`src/rtl/mem_arb_pkg.sv`:
```
// rtl/mem_arb_pkg.sv - shared types and defaults for the two-port memory arbiter
package mem_arb_pkg;

  typedef enum logic {
    IDLE = 1'b0,
    RESP = 1'b1
  } arb_state_t;

  typedef enum logic {
    REQ_IF = 1'b0,
    REQ_D  = 1'b1
  } req_id_t;

  localparam int DEFAULT_MAX_WAIT = 8;

endpackage

```
`src/rtl/arb_priority.sv`:
```
// rtl/arb_priority.sv - winner selection between fetch and data requesters
// MEM_ARB_ROUND_ROBIN_EN selects alternating priority instead of data-first with starvation override.
module arb_priority
  import mem_arb_pkg::*;
#(
  parameter int MAX_WAIT = DEFAULT_MAX_WAIT
) (
  input  logic    clk,
  input  logic    rst,
  input  logic    arb_en,
  input  logic    if_req,
  input  logic    d_req,
  output logic    gnt_any,
  output req_id_t winner
);

  logic if_wins;

  assign gnt_any = arb_en && (if_req || d_req);
  assign winner  = if_wins ? REQ_IF : REQ_D;

`ifdef MEM_ARB_ROUND_ROBIN_EN
  req_id_t last_q, last_d;

  // On contention the port that did not win last time goes first.
  always_comb begin
    if_wins = if_req && (!d_req || (last_q == REQ_D));
    last_d  = gnt_any ? winner : last_q;
  end

  always_ff @(posedge clk) begin
    if (rst) begin
      last_q <= REQ_IF;
    end else begin
      last_q <= last_d;
    end
  end
`else
  localparam int CNT_W = $clog2(MAX_WAIT + 1);
  localparam logic [CNT_W-1:0] WAIT_MAX = CNT_W'(MAX_WAIT);

  logic [CNT_W-1:0] wait_q, wait_d;

  // Counts IDLE cycles a fetch is refused; at saturation fetch overrides data.
  always_comb begin
    if_wins = if_req && (!d_req || (wait_q == WAIT_MAX));
    wait_d  = wait_q;
    if (!if_req || (gnt_any && if_wins)) begin
      wait_d = '0;
    end else if (arb_en && (wait_q != WAIT_MAX)) begin
      wait_d = wait_q + CNT_W'(1);
    end
  end

  always_ff @(posedge clk) begin
    if (rst) begin
      wait_q <= '0;
    end else begin
      wait_q <= wait_d;
    end
  end
`endif

endmodule

```
`src/rtl/mem_arbiter.sv`:
```
// rtl/mem_arbiter.sv - two-cycle grant/response arbiter between fetch and data ports
// MEM_ARB_ROUND_ROBIN_EN selects round-robin arbitration inside arb_priority.
module mem_arbiter
  import mem_arb_pkg::*;
#(
  parameter int DATA_W   = 32,
  parameter int MAX_WAIT = DEFAULT_MAX_WAIT
) (
  input  logic              clk,
  input  logic              rst,
  input  logic              if_req,
  input  logic              if_we,
  input  logic [DATA_W-1:0] if_addr,
  input  logic [DATA_W-1:0] if_wdata,
  input  logic [2:0]        if_funct3,
  output logic              if_gnt,
  output logic              if_rvalid,
  output logic [DATA_W-1:0] if_rdata,
  input  logic              d_req,
  input  logic              d_we,
  input  logic [DATA_W-1:0] d_addr,
  input  logic [DATA_W-1:0] d_wdata,
  input  logic [2:0]        d_funct3,
  output logic              d_gnt,
  output logic              d_rvalid,
  output logic [DATA_W-1:0] d_rdata,
  output logic              memory_write_en,
  output logic [DATA_W-1:0] memory_write_address,
  output logic [DATA_W-1:0] memory_write,
  output logic [DATA_W-1:0] memory_read_address,
  output logic [2:0]        memory_funct3,
  input  logic [DATA_W-1:0] memory_read_value,
  output logic              busy
);

  arb_state_t state_q, state_d;
  req_id_t    gnt_id_q, gnt_id_d;
  logic       gnt_we_q, gnt_we_d;
  logic       arb_en, gnt_any, sel_d, resp_valid;
  req_id_t    winner;

  assign arb_en = (state_q == IDLE) && !rst;

  arb_priority #(
    .MAX_WAIT (MAX_WAIT)
  ) u_arb_priority (
    .clk     (clk),
    .rst     (rst),
    .arb_en  (arb_en),
    .if_req  (if_req),
    .d_req   (d_req),
    .gnt_any (gnt_any),
    .winner  (winner)
  );

  assign sel_d  = (winner == REQ_D);
  assign if_gnt = gnt_any && !sel_d;
  assign d_gnt  = gnt_any && sel_d;

  always_comb begin
    memory_write_address = sel_d ? d_addr : if_addr;
    memory_read_address  = memory_write_address;
    memory_write         = sel_d ? d_wdata : if_wdata;
    memory_funct3        = sel_d ? d_funct3 : if_funct3;
    memory_write_en      = gnt_any && (sel_d ? d_we : if_we);
  end

  always_comb begin
    state_d  = state_q;
    gnt_id_d = gnt_id_q;
    gnt_we_d = gnt_we_q;
    case (state_q)
      IDLE: begin
        if (gnt_any) begin
          state_d  = RESP;
          gnt_id_d = winner;
          gnt_we_d = sel_d ? d_we : if_we;
        end
      end
      default: state_d = IDLE;
    endcase
  end

  always_ff @(posedge clk) begin
    if (rst) begin
      state_q  <= IDLE;
      gnt_id_q <= REQ_IF;
      gnt_we_q <= 1'b0;
    end else begin
      state_q  <= state_d;
      gnt_id_q <= gnt_id_d;
      gnt_we_q <= gnt_we_d;
    end
  end

  // A reset landing in RESP drops the response outright.
  assign resp_valid = (state_q == RESP) && !rst;

  always_comb begin
    if_rvalid = resp_valid && (gnt_id_q == REQ_IF);
    d_rvalid  = resp_valid && (gnt_id_q == REQ_D);
    if_rdata  = (if_rvalid && !gnt_we_q) ? memory_read_value : '0;
    d_rdata   = (d_rvalid && !gnt_we_q) ? memory_read_value : '0;
  end

  assign busy = (state_q == RESP);

endmodule

```
`config.mk`:
```
export PLATFORM = sky130hd
export DESIGN_NAME = mem_arbiter
export DESIGN_NICKNAME = d
export VERILOG_FILES = /design/src/rtl/mem_arb_pkg.sv /design/src/rtl/arb_priority.sv /design/src/rtl/mem_arbiter.sv
export SDC_FILE = /design/constraint.sdc
export NUM_CORES = 1
export LEC_CHECK = 0
export ABC_AREA = 1
export CORE_AREA = 10 10 125 127
export CTS_CLUSTER_DIAMETER = 40
export DETAILED_ROUTE_END_ITERATION = 12
export DIE_AREA = 0 0 135 137
export GPL_TIMING_DRIVEN = 0
export HOLD_SLACK_MARGIN = 0.15
export PLACE_DENSITY = 0.62
export REMOVE_ABC_BUFFERS = 1
export SLEW_MARGIN = 20
export SYNTH_ARGS = -nofsm -noshare
export SYNTH_HDL_FRONTEND = slang
export SYNTH_HIERARCHICAL = 1
export SYNTH_SLANG_ARGS = --single-unit
```
`constraint.sdc`:
```
create_clock -name clk -period 1.9 [get_ports clk]
set_input_delay 0.285 -clock clk [delete_from_list [all_inputs] [get_ports clk]]
set_output_delay 0.285 -clock clk [all_outputs]
set_load 0.02 [all_outputs]
```
==> insert_results.sql <==
INSERT INTO impl_metrics (metric_group, metric, value, unit) VALUES
('routing', 'finalWirelength', '19.59', 'mm'),
('status', 'failed_checks', 'setup timing', ''),
('place', 'io_buffer_count', '340', ''),
('cells_and_area', 'finalNetCount', '967', ''),
('floorplanning', 'floorplan.die.width', '135', 'um'),
('critical_path', 'worst_path_max_delay_cell', 'dfxtp_2', ''),
('clock_tree', 'clkSinkCount', '7', ''),
('routing', 'first_pass_iters', '6', ''),
('critical_path', 'critical_path.reg2reg.startpoint', 'u_arb_priority/wait_q[0]$_SDFFE_PP0P_', ''),
('place', 'place.gp.congestion', '0.7788', ''),
('floorplanning', 'dieArea', '0.01850', 'mm2'),
('place', 'hpwlAfterDp', '12.70', 'mm'),
('critical_path', 'cp-startpoint', 'u_arb_priority/wait_q[0]$_SDFFE_PP0P_', ''),
('critical_path', 'crit_buf_inv', '6', ''),
('cells_and_area', 'mostFrequentLayoutCells', '169 x clkdlybuf4s50_1, 126 x buf_6, 93 x nand2_4', ''),
('sta', 'setup-violations-final', '98', ''),
('sta', 'slew_limit_fails', '0', ''),
('yosys', 'synth-seq-cells', '7', ''),
('sta', 'clock-skew-final', '0.0003688', 'ns'),
('grt', 'globalRouteTotalUtil', '18.89', '%'),
('grt', 'aggregate_global_routing_overflow', '0', ''),
('yosys', 'syn_inst', '421', ''),
('routing', 'detail-route-antenna-nets', '0', ''),
('critical_path', 'setup.worst_path.end', 'memory_write_address[26]', ''),
('sta', 'worstMarginPinSlew', '0.4350', 'ns'),
('sta', 'min_period_over_period', '110.1', '%'),
('critical_path', 'critical_path.endpoint_type', 'output port', ''),
('sta', 'final_critical_path_setup_slack', '-0.1912', 'ns'),
('critical_path', 'worst-r2r-setup-slack', '0.27', 'ns'),
('yosys', 'synth.cell_area', '0.001974', 'mm2'),
('cells_and_area', 'stdcell_count', '969', ''),
('sta', 'rsz0062_at_grt', 'yes', ''),
('power_and_ir_drop', 'power.density_cell_area', '328.5', 'mW/mm2'),
('status', 'run_status', 'finished with violations', ''),
('critical_path', 'cp_num_cells', '12', ''),
('critical_path', 'cp_data_arrival_time', '1.81', 'ns'),
('routing', 'via_count', '3913', ''),
('floorplanning', 'floorplan.io_pins', '341', ''),
('yosys', 'post_synth.cell_area_avg', '4.690', 'um2'),
('cells_and_area', 'drive_gt1_share', '48.11', '%'),
('routing', 'drt_iter0_markers', '88', ''),
('clock_tree', 'clk_latency', '0.23', 'ns'),
('grt', 'first_global_vias', '4026', ''),
('critical_path', 'critical_path_peak_fanout', '5', ''),
('grt', 'antenna_violations_before_repair', '1', ''),
('routing', 'remaining_drc_errors', '0', ''),
('grt', 'grt_max_degree', '17', ''),
('clock_tree', 'worst_case_clock_buffer_depth', '2', ''),
('yosys', 'ys_top_cells_by_area', 'nand2_1 41%, nor2_1 15%, buf_4 13%', ''),
('critical_path', 'cp_cell_sequence', 'inv_2 -> ha_4 -> nand3_4 -> nand2_8 -> nand2_8 -> buf_16 -> buf_12 -> inv_16 -> buf_12 -> nand2_4 -> nand2_4 -> buf_6', ''),
('yosys', 'netlist.top_cell.by_area', 'nand2_1', ''),
('sta', 'finalHoldViolCount', '0', ''),
('floorplanning', 'core.rowCount', '42', ''),
('sta', 'maxSlewHeadroom', '71.00', '%'),
('critical_path', 'cp_data_required_time', '1.62', 'ns'),
('critical_path', 'path_delay_family', 'buffers and inverters', ''),
('critical_path', 'timing.setup.critical_path_class', 'register to output port', ''),
('place', 'dpl.cell_count', '885', ''),
('floorplanning', 'fp.coreArea', '0.01309', 'mm2'),
('routing', 'via_per_inst', '4.038', ''),
('sta', 'final_period_minus_worst_setup_slack', '2.091', 'ns'),
('sta', 'setup_total_negative_slack', '-11.42', 'ns'),
('power_and_ir_drop', 'power.ir.vdd_worst', '0.0002726', 'V'),
('place', 'placed_area', '0.005245', 'mm2'),
('clock_tree', 'htree_num_levels', '1', ''),
('critical_path', 'cp_slowest_stage_delay', '0.32', 'ns'),
('critical_path', 'timing.critical_path.from_type', 'register', ''),
('critical_path', 'r2r-end', 'gnt_we_q$_SDFFE_PP0P_', ''),
('clock_tree', 'cts_tree', 'yes', ''),
('cells_and_area', 'area.growth.synth_to_final', '276.0', '%'),
('run', 'max-cap-violations', '0', '');
## cell families after synthesis
family / synth area share [%]
AOI/OAI and AO/OA: 1.394
and+or+nand+nor: 61.72
DFF: 7.097
buffers and inverters: 28.52
adders and majority gates: 1.267
## cell usage after synthesis
cell type  number
buf_2           6
o21bai_2        1
inv_2           4
clkbuf_1        5
dfxtp_1         7
nor2_1         77
nor3_1          2
nand4_4         2
a21oi_1         2
buf_6           7
buf_4          35
nand2_1       218
nand3_2         1
nand2_2         3
a31oi_1         1
inv_1          42
ha_1            2
nand3_1         6
## stage by stage
stage	hold WS, ns	setup WS [ns]	utilization (%)	power (uW)
2_1_floorplan	0.3541	-1.532	-	648.6
3_3_place_gp	0.5226	-3.508	39.80	1484
3_5_place_dp	0.5222	-1.102	40.08	1484
4_1_cts	0.5441	-0.2429	52.18	2284
5_1_grt	0.4012	-0.2714	56.73	2559
6_report	0.3708	-0.1912	56.73	2438
## state kept, by name, indices dropped and copies added (netlist names)
name                   cells
u_arb_priority/wait_q      4
busy                       1
gnt_we_q                   1
gnt_id_q                   1
## cell type report
class	instances	area [um2]
Antenna cell	1	2.502
Clock buffer	4	78.83
Fill cell	1198	5662
Inverter	46	197.7
Multi-Input combinational cell	319	2288
Sequential cell	7	147.6
Tap cell	176	220.2
Timing Repair Buffer	407	4322
Timing Repair inverter	9	166.4
## worst min-delay path by stage
stage	startpoint	end	slack (ns)	cells after the start
after floorplan	rst	gnt_id_q$_SDFFE_PP0P_	0.35	1
after global placement	gnt_id_q$_SDFFE_PP0P_	gnt_id_q$_SDFFE_PP0P_	0.52	2
after detailed placement	gnt_id_q$_SDFFE_PP0P_	gnt_id_q$_SDFFE_PP0P_	0.52	2
after CTS	u_arb_priority/wait_q[2]$_SDFFE_PP0P_	u_arb_priority/wait_q[2]$_SDFFE_PP0P_	0.54	2
after global routing	rst	gnt_id_q$_SDFFE_PP0P_	0.40	2
final	rst	gnt_id_q$_SDFFE_PP0P_	0.37	2
## report_power, final
| group | internal, uW | total (uW) | switching [uW] |
|---|---|---|---|
| registers | 154 | 169 | 15.1 |
| logic | 996 | 1910 | 911 |
| clock network | 280 | 362 | 82.9 |
## repair_timing
item / 4_1_cts / 5_1_grt
resized for setup: 895 / 169
pin swaps: 37 / 54
gates cloned: 19 / 1
setup endpoints to repair: 171 / 146
setup buffers: 45 / 20
## layer usage
layer  wire [um]  up-vias  GRT usage (%)
met5           0        -              0
met4         340        0          3.289
met3        1940       20          8.321
met2       10190      176          34.62
met1        7119     1760          19.74
li1            -     1957              -
Power figures use the tool's default switching activity.
